[config.mk]
export PLATFORM = sky130hd
export DESIGN_NAME = imem_loader
export DESIGN_NICKNAME = d
export VERILOG_FILES = /design/src/rtl/imem_loader.sv
export SDC_FILE = /design/constraint.sdc
export NUM_CORES = 1
export LEC_CHECK = 0
export BUFFER_PORTS_ARGS = -buffer_cell sky130_fd_sc_hd__buf_4
export CAP_MARGIN = 20
export CORE_ASPECT_RATIO = 1.2
export CORE_MARGIN = 5
export CORE_UTILIZATION = 25
export DETAILED_ROUTE_END_ITERATION = 8
export PLACE_DENSITY = 0.48
export SETUP_SLACK_MARGIN = 0.2
export SLEW_MARGIN = 10
export SYNTH_ARGS = -nofsm -noshare
export SYNTH_HDL_FRONTEND = slang
export SYNTH_SLANG_ARGS = --single-unit
[constraint.sdc]
create_clock -name clk -period 2.2 [get_ports clk]
set_input_delay 0.55 -clock clk [delete_from_list [all_inputs] [get_ports clk]]
set_output_delay 0.55 -clock clk [all_outputs]
set_load 0.005 [all_outputs]
[src/rtl/imem_loader.sv]
// imem_loader: boot-time program loader for the single-cycle MIPS core.
// Packs a byte stream big-endian into 32-bit words, writes them to the
// instruction memory at consecutive word addresses, then releases the core.
module imem_loader #(
  parameter int DEPTH = 256,  // instruction memory capacity in words
  parameter int CW    = 9     // word_count width, 2**CW > DEPTH
) (
  input  logic          clk,
  input  logic          rst,
  input  logic [7:0]    in_data,
  input  logic          in_valid,
  input  logic          in_last,
  output logic          in_ready,
  input  logic          reload,
  output logic          wr_en,
  output logic [31:0]   wr_addr,
  output logic [31:0]   wr_data,
  output logic          cpu_run,
  output logic [CW-1:0] word_count,
  output logic          partial,
  output logic          overflow
);

  typedef enum logic [1:0] {
    LOAD  = 2'd0,
    WRITE = 2'd1,
    RUN   = 2'd2
  } state_e;

  // Index of the last word the memory can hold; reaching it without
  // in_last ends the load with overflow set.
  localparam logic [CW-1:0] LAST_IDX = CW'(DEPTH - 1);

  state_e        state_q, state_d;
  logic [1:0]    byte_idx_q, byte_idx_d;
  logic [31:0]   shift_q, shift_d;
  logic [CW-1:0] word_count_q, word_count_d;
  logic          partial_q, partial_d;
  logic          overflow_q, overflow_d;
  logic          last_q, last_d;     // current word was closed by in_last
  logic          accept;

  // in_ready is forced low while reset is held so no byte is taken then.
  assign in_ready = (state_q == LOAD) && !rst;
  assign accept   = in_valid && in_ready;

  // Write port is only driven during the single WRITE cycle; otherwise
  // it stays at zero so wr_addr never shows an out-of-range value.
  assign wr_en      = (state_q == WRITE);
  assign wr_addr    = wr_en ? 32'({word_count_q, 2'b00}) : 32'd0;
  assign wr_data    = wr_en ? shift_q : 32'd0;
  assign cpu_run    = (state_q == RUN);
  assign word_count = word_count_q;
  assign partial    = partial_q;
  assign overflow   = overflow_q;

  // State register and datapath registers, cleared asynchronously.
  // NOTE: sequential state uses non-blocking (<=) so every flop samples
  // the pre-edge values; blocking here would create ordering races.
  always_ff @(posedge clk or posedge rst) begin
    if (rst) begin
      state_q      <= LOAD;
      byte_idx_q   <= 2'd0;
      shift_q      <= 32'd0;
      word_count_q <= '0;
      partial_q    <= 1'b0;
      overflow_q   <= 1'b0;
      last_q       <= 1'b0;
    end else begin
      state_q      <= state_d;
      byte_idx_q   <= byte_idx_d;
      shift_q      <= shift_d;
      word_count_q <= word_count_d;
      partial_q    <= partial_d;
      overflow_q   <= overflow_d;
      last_q       <= last_d;
    end
  end

  // Next-state logic: byte packing in LOAD, word commit in WRITE,
  // reload handling in RUN.
  always_comb begin
    // NOTE: every signal gets a default before the case so no path can
    // leave one unassigned, which would otherwise infer a latch.
    state_d      = state_q;
    byte_idx_d   = byte_idx_q;
    shift_d      = shift_q;
    word_count_d = word_count_q;
    partial_d    = partial_q;
    overflow_d   = overflow_q;
    last_d       = last_q;

    unique case (state_q)
      LOAD: begin
        if (accept) begin
          // Big-endian: first byte of the word lands in the top lane.
          case (byte_idx_q)
            2'd0:    shift_d[31:24] = in_data;
            2'd1:    shift_d[23:16] = in_data;
            2'd2:    shift_d[15:8]  = in_data;
            default: shift_d[7:0]   = in_data;
          endcase
          byte_idx_d = byte_idx_q + 2'd1;
          if (in_last) begin
            last_d  = 1'b1;
            state_d = WRITE;
            // Lower lanes are already zero since the shift register is
            // cleared after every write.
            if (byte_idx_q != 2'd3) partial_d = 1'b1;
          end else if (byte_idx_q == 2'd3) begin
            state_d = WRITE;
          end
        end
      end

      WRITE: begin
        word_count_d = word_count_q + 1'b1;
        byte_idx_d   = 2'd0;
        shift_d      = 32'd0;
        last_d       = 1'b0;
        if (last_q) begin
          state_d = RUN;
        end else if (word_count_q == LAST_IDX) begin
          state_d    = RUN;
          overflow_d = 1'b1;
        end else begin
          state_d = LOAD;
        end
      end

      RUN: begin
        if (reload) begin
          state_d      = LOAD;
          byte_idx_d   = 2'd0;
          shift_d      = 32'd0;
          word_count_d = '0;
          partial_d    = 1'b0;
          overflow_d   = 1'b0;
          last_d       = 1'b0;
        end
      end

      default: state_d = LOAD;
    endcase
  end

endmodule

==> impl_metrics.yaml <==
status:
  status: "finished clean"
floorplanning:
  fp.dieArea_um2: 12900
  core_um2: 10500
  die_y_um: 124
  die_w_um: 105
  num_rows: 41
  io_pins: 91
  start_util_pct: 25.6
cts:
  root_buffer: "clkbuf_16"
  clock_latency_ps: 290
  htreeDepth: 2
  cts_tree: "yes"
  clock_path_buffers: 2
  cts_made_buffers: 5
  clk_pin_slew_ps: 70
  clock_sinks: 48
detailed_routing:
  dr_total_vias: 2103
  via_per_inst: 4.69
  wl_per_cell_um: 16.1
  drc: 0
  drt_iter0_drc: 106
  wirelength_mm: 7.21
  dr.pass1.iters: 5
  ant_nets: 0
sta:
  period_share_pct: 88.7
  final_max_slew_viol_count: 0
  finalClockSkew_ps: 6.98
  tightest_slew_ps: 628
  setup-tns-final_ps: 0
  fin_ws_ps: 250
  fmax_mhz: 513
  hold_viol: 0
  final-setup-viol-count: 0
  slew_headroom_pct: 58.1
  final.min_clock_period_ps: 1950
  rsz0062_at_grt: "yes"
critical_path:
  start_kind: "flip-flop"
  arrival_ps: 1400
  end_kind: "output pin"
  worstSetupPathType: "reg -> out"
  cp_max_fo: 27
  cp.required_ps: 1650
synthesis:
  yosysMostFrequentCell: "dfrtp_1"
  synth.distinct_cells: 41
  synth_top_cell_area_share_pct: 44.6
  synthArstFlopShare_pct: 100
  synth-edff-count: 0
  syn_area_um2: 2690
  synth-warning-count: 0
  synth_common_cells: "dfrtp_1, and2_1, a32o_1, buf_4, ha_1"
  ys_ff_latch: 48
  synth-seq-area-share_pct: 44.6
  syn_avg_cell_area_um2: 10.8
  synthTopCellsByArea: "dfrtp_1, a32o_1, and2_1"
  netlist.top_cell.by_area: "dfrtp_1"
  syn_inst: 250
  ys.flop_type: "dfrtp_1"
min_path:
  hp-class: "in -> async"
cells_and_area:
  n_antenna_cell: 0
  nets: 343
  drive_above_1_share_pct: 31.3
  area_delta_synth_final_pct: 30.0
grt:
  grt_pass1_vias: 2109
  track_usage_pct: 11.0
  grt_max_degree: 49
  gr-total-overflow: 0
  antenna_found_initial: 0
  grtUsageMet3_pct: 3.37
  grt_pass1_wl_mm: 11.6
  use_met2_pct: 18.2
  met1_usage_pct: 14.3
  grt_busiest_layer: "met2"
pwr:
  powerDensity_nw_per_um2: 1290
  ir_drop_mv: 0.456
  leakagePower_nw: 1.68
placement:
  port_buffers: 67
  dp_slack_ps: 380
  gp_congestion: 0.719
  dp_hpwl_mm: 5.17
run:
  maxCapViolations: 0
-- metrics by stage --
| stage | util [%] | total power [W] | hold slack, ps | std cells | cell area, um^2 |
|---|---|---|---|---|---|
| 2_1_floorplan | - | 0.00259 | 458 | 272 | 2780 |
| 3_3_place_gp | 30.9 | 0.00337 | 468 | 440 | 3250 |
| 3_5_place_dp | 30.9 | 0.00339 | 477 | 440 | 3250 |
| 4_1_cts | 33.1 | 0.00453 | 492 | 447 | 3480 |
| 5_1_grt | 33.3 | 0.00483 | 505 | 448 | 3500 |
| 6_report | 33.3 | 0.00450 | 481 | 448 | 3500 |
-- final timing paths --
kind                                    startpoint                   endpoint  slack (ps)  cells after the start
setup / recovery            state_q[1]$_DFFE_PP0P_                wr_data[15]         250                      5
hold / removal                                 rst  byte_idx_q[1]$_DFFE_PP0P_         480                      3
setup reg to reg            state_q[0]$_DFFE_PP0P_    shift_q[30]$_DFFE_PP0P_         410                      6
hold reg to reg            shift_q[21]$_DFFE_PP0P_    shift_q[21]$_DFFE_PP0P_         490                      1
max in group asynchronous                      rst    shift_q[27]$_DFFE_PP0P_        1300                      3
min in group clk           shift_q[21]$_DFFE_PP0P_    shift_q[21]$_DFFE_PP0P_         490                      1
-- cells in the final DEF, fill, tap and decap left out, types with 2 or more instances in the layout --
cell | synthesis | layout
nand2_1 | 10 | 10
o22ai_1 | 4 | 4
and2_1 | 42 | 40
conb_1 | 1 | 23
clkbuf_16 | 0 | 5
mux2i_1 | 3 | 3
xnor2_1 | 3 | 3
o21ai_0 | 7 | 7
nand3b_1 | 2 | 2
buf_4 | 23 | 75
buf_12 | 0 | 2
a21oi_1 | 2 | 2
nand2b_1 | 2 | 2
ha_1 | 11 | 9
inv_1 | 8 | 6
ha_4 | 0 | 2
o21ai_2 | 5 | 5
a32o_1 | 32 | 32
and2_4 | 0 | 2
dfrtp_1 | 48 | 48
bufinv_16 | 0 | 2
nor2_1 | 7 | 7
xor2_1 | 3 | 3
nor3_1 | 3 | 3
nand3_1 | 4 | 4
-- sequential cells by signal, indices dropped and copies added, names as in the netlist --
signal and flops:
shift_q 32, overflow 1, word_count 9, last_q 1, byte_idx_q 2, state_q 2
partial 1
-- cell type report --
type	instances	area, um^2
Clock buffer	5	125
Inverter	9	37.5
Tap cell	129	161
Fill cell	1059	7020
Multi-Input combinational cell	178	1310
Sequential cell	48	1200
Timing Repair Buffer	77	603
Clock inverter	2	60.1
-- where the power goes --
| group | total, W | switching [W] | internal [W] |
|---|---|---|---|
| Sequential | 0.00135 | 0.000223 | 0.00113 |
| Combinational | 0.00218 | 0.00116 | 0.00102 |
| Clock | 0.000980 | 0.000334 | 0.000645 |
-- per-layer routing --
| layer | part of all wire (%) | vias to the layer above |
|---|---|---|
| met2 | 48 | 93 |
| met4 | 0.46 | 0 |
| met3 | 8.3 | 4 |
| li1 | - | 980 |
| met5 | 0 | - |
| met1 | 43 | 1026 |
-- cell families after synthesis --
group	after synthesis	synth area share [%]
compound gates	57	18.5
xor+xnor	6	1.95
fa+ha+maj	11	5.11
buf+inv	46	10.8
flops	48	44.6
mux	4	1.53
other cells	1	0.139
simple gates	77	17.2
-- repair_timing --
item,4_1_cts,5_1_grt
pin swaps,0,0
gates resized for setup,10,3
setup buffers,0,1
setup endpoints to repair,42,28
hold buffers,0,0
-- worst max-delay path, stage by stage (launching register included) --
cell and delay (ps):
dfrtp_1 390, inv_2 110, ha_4 170, buf_12 160
and2_1 160, buf_4 120
Note: power is estimated with default switching activity, not from simulation.
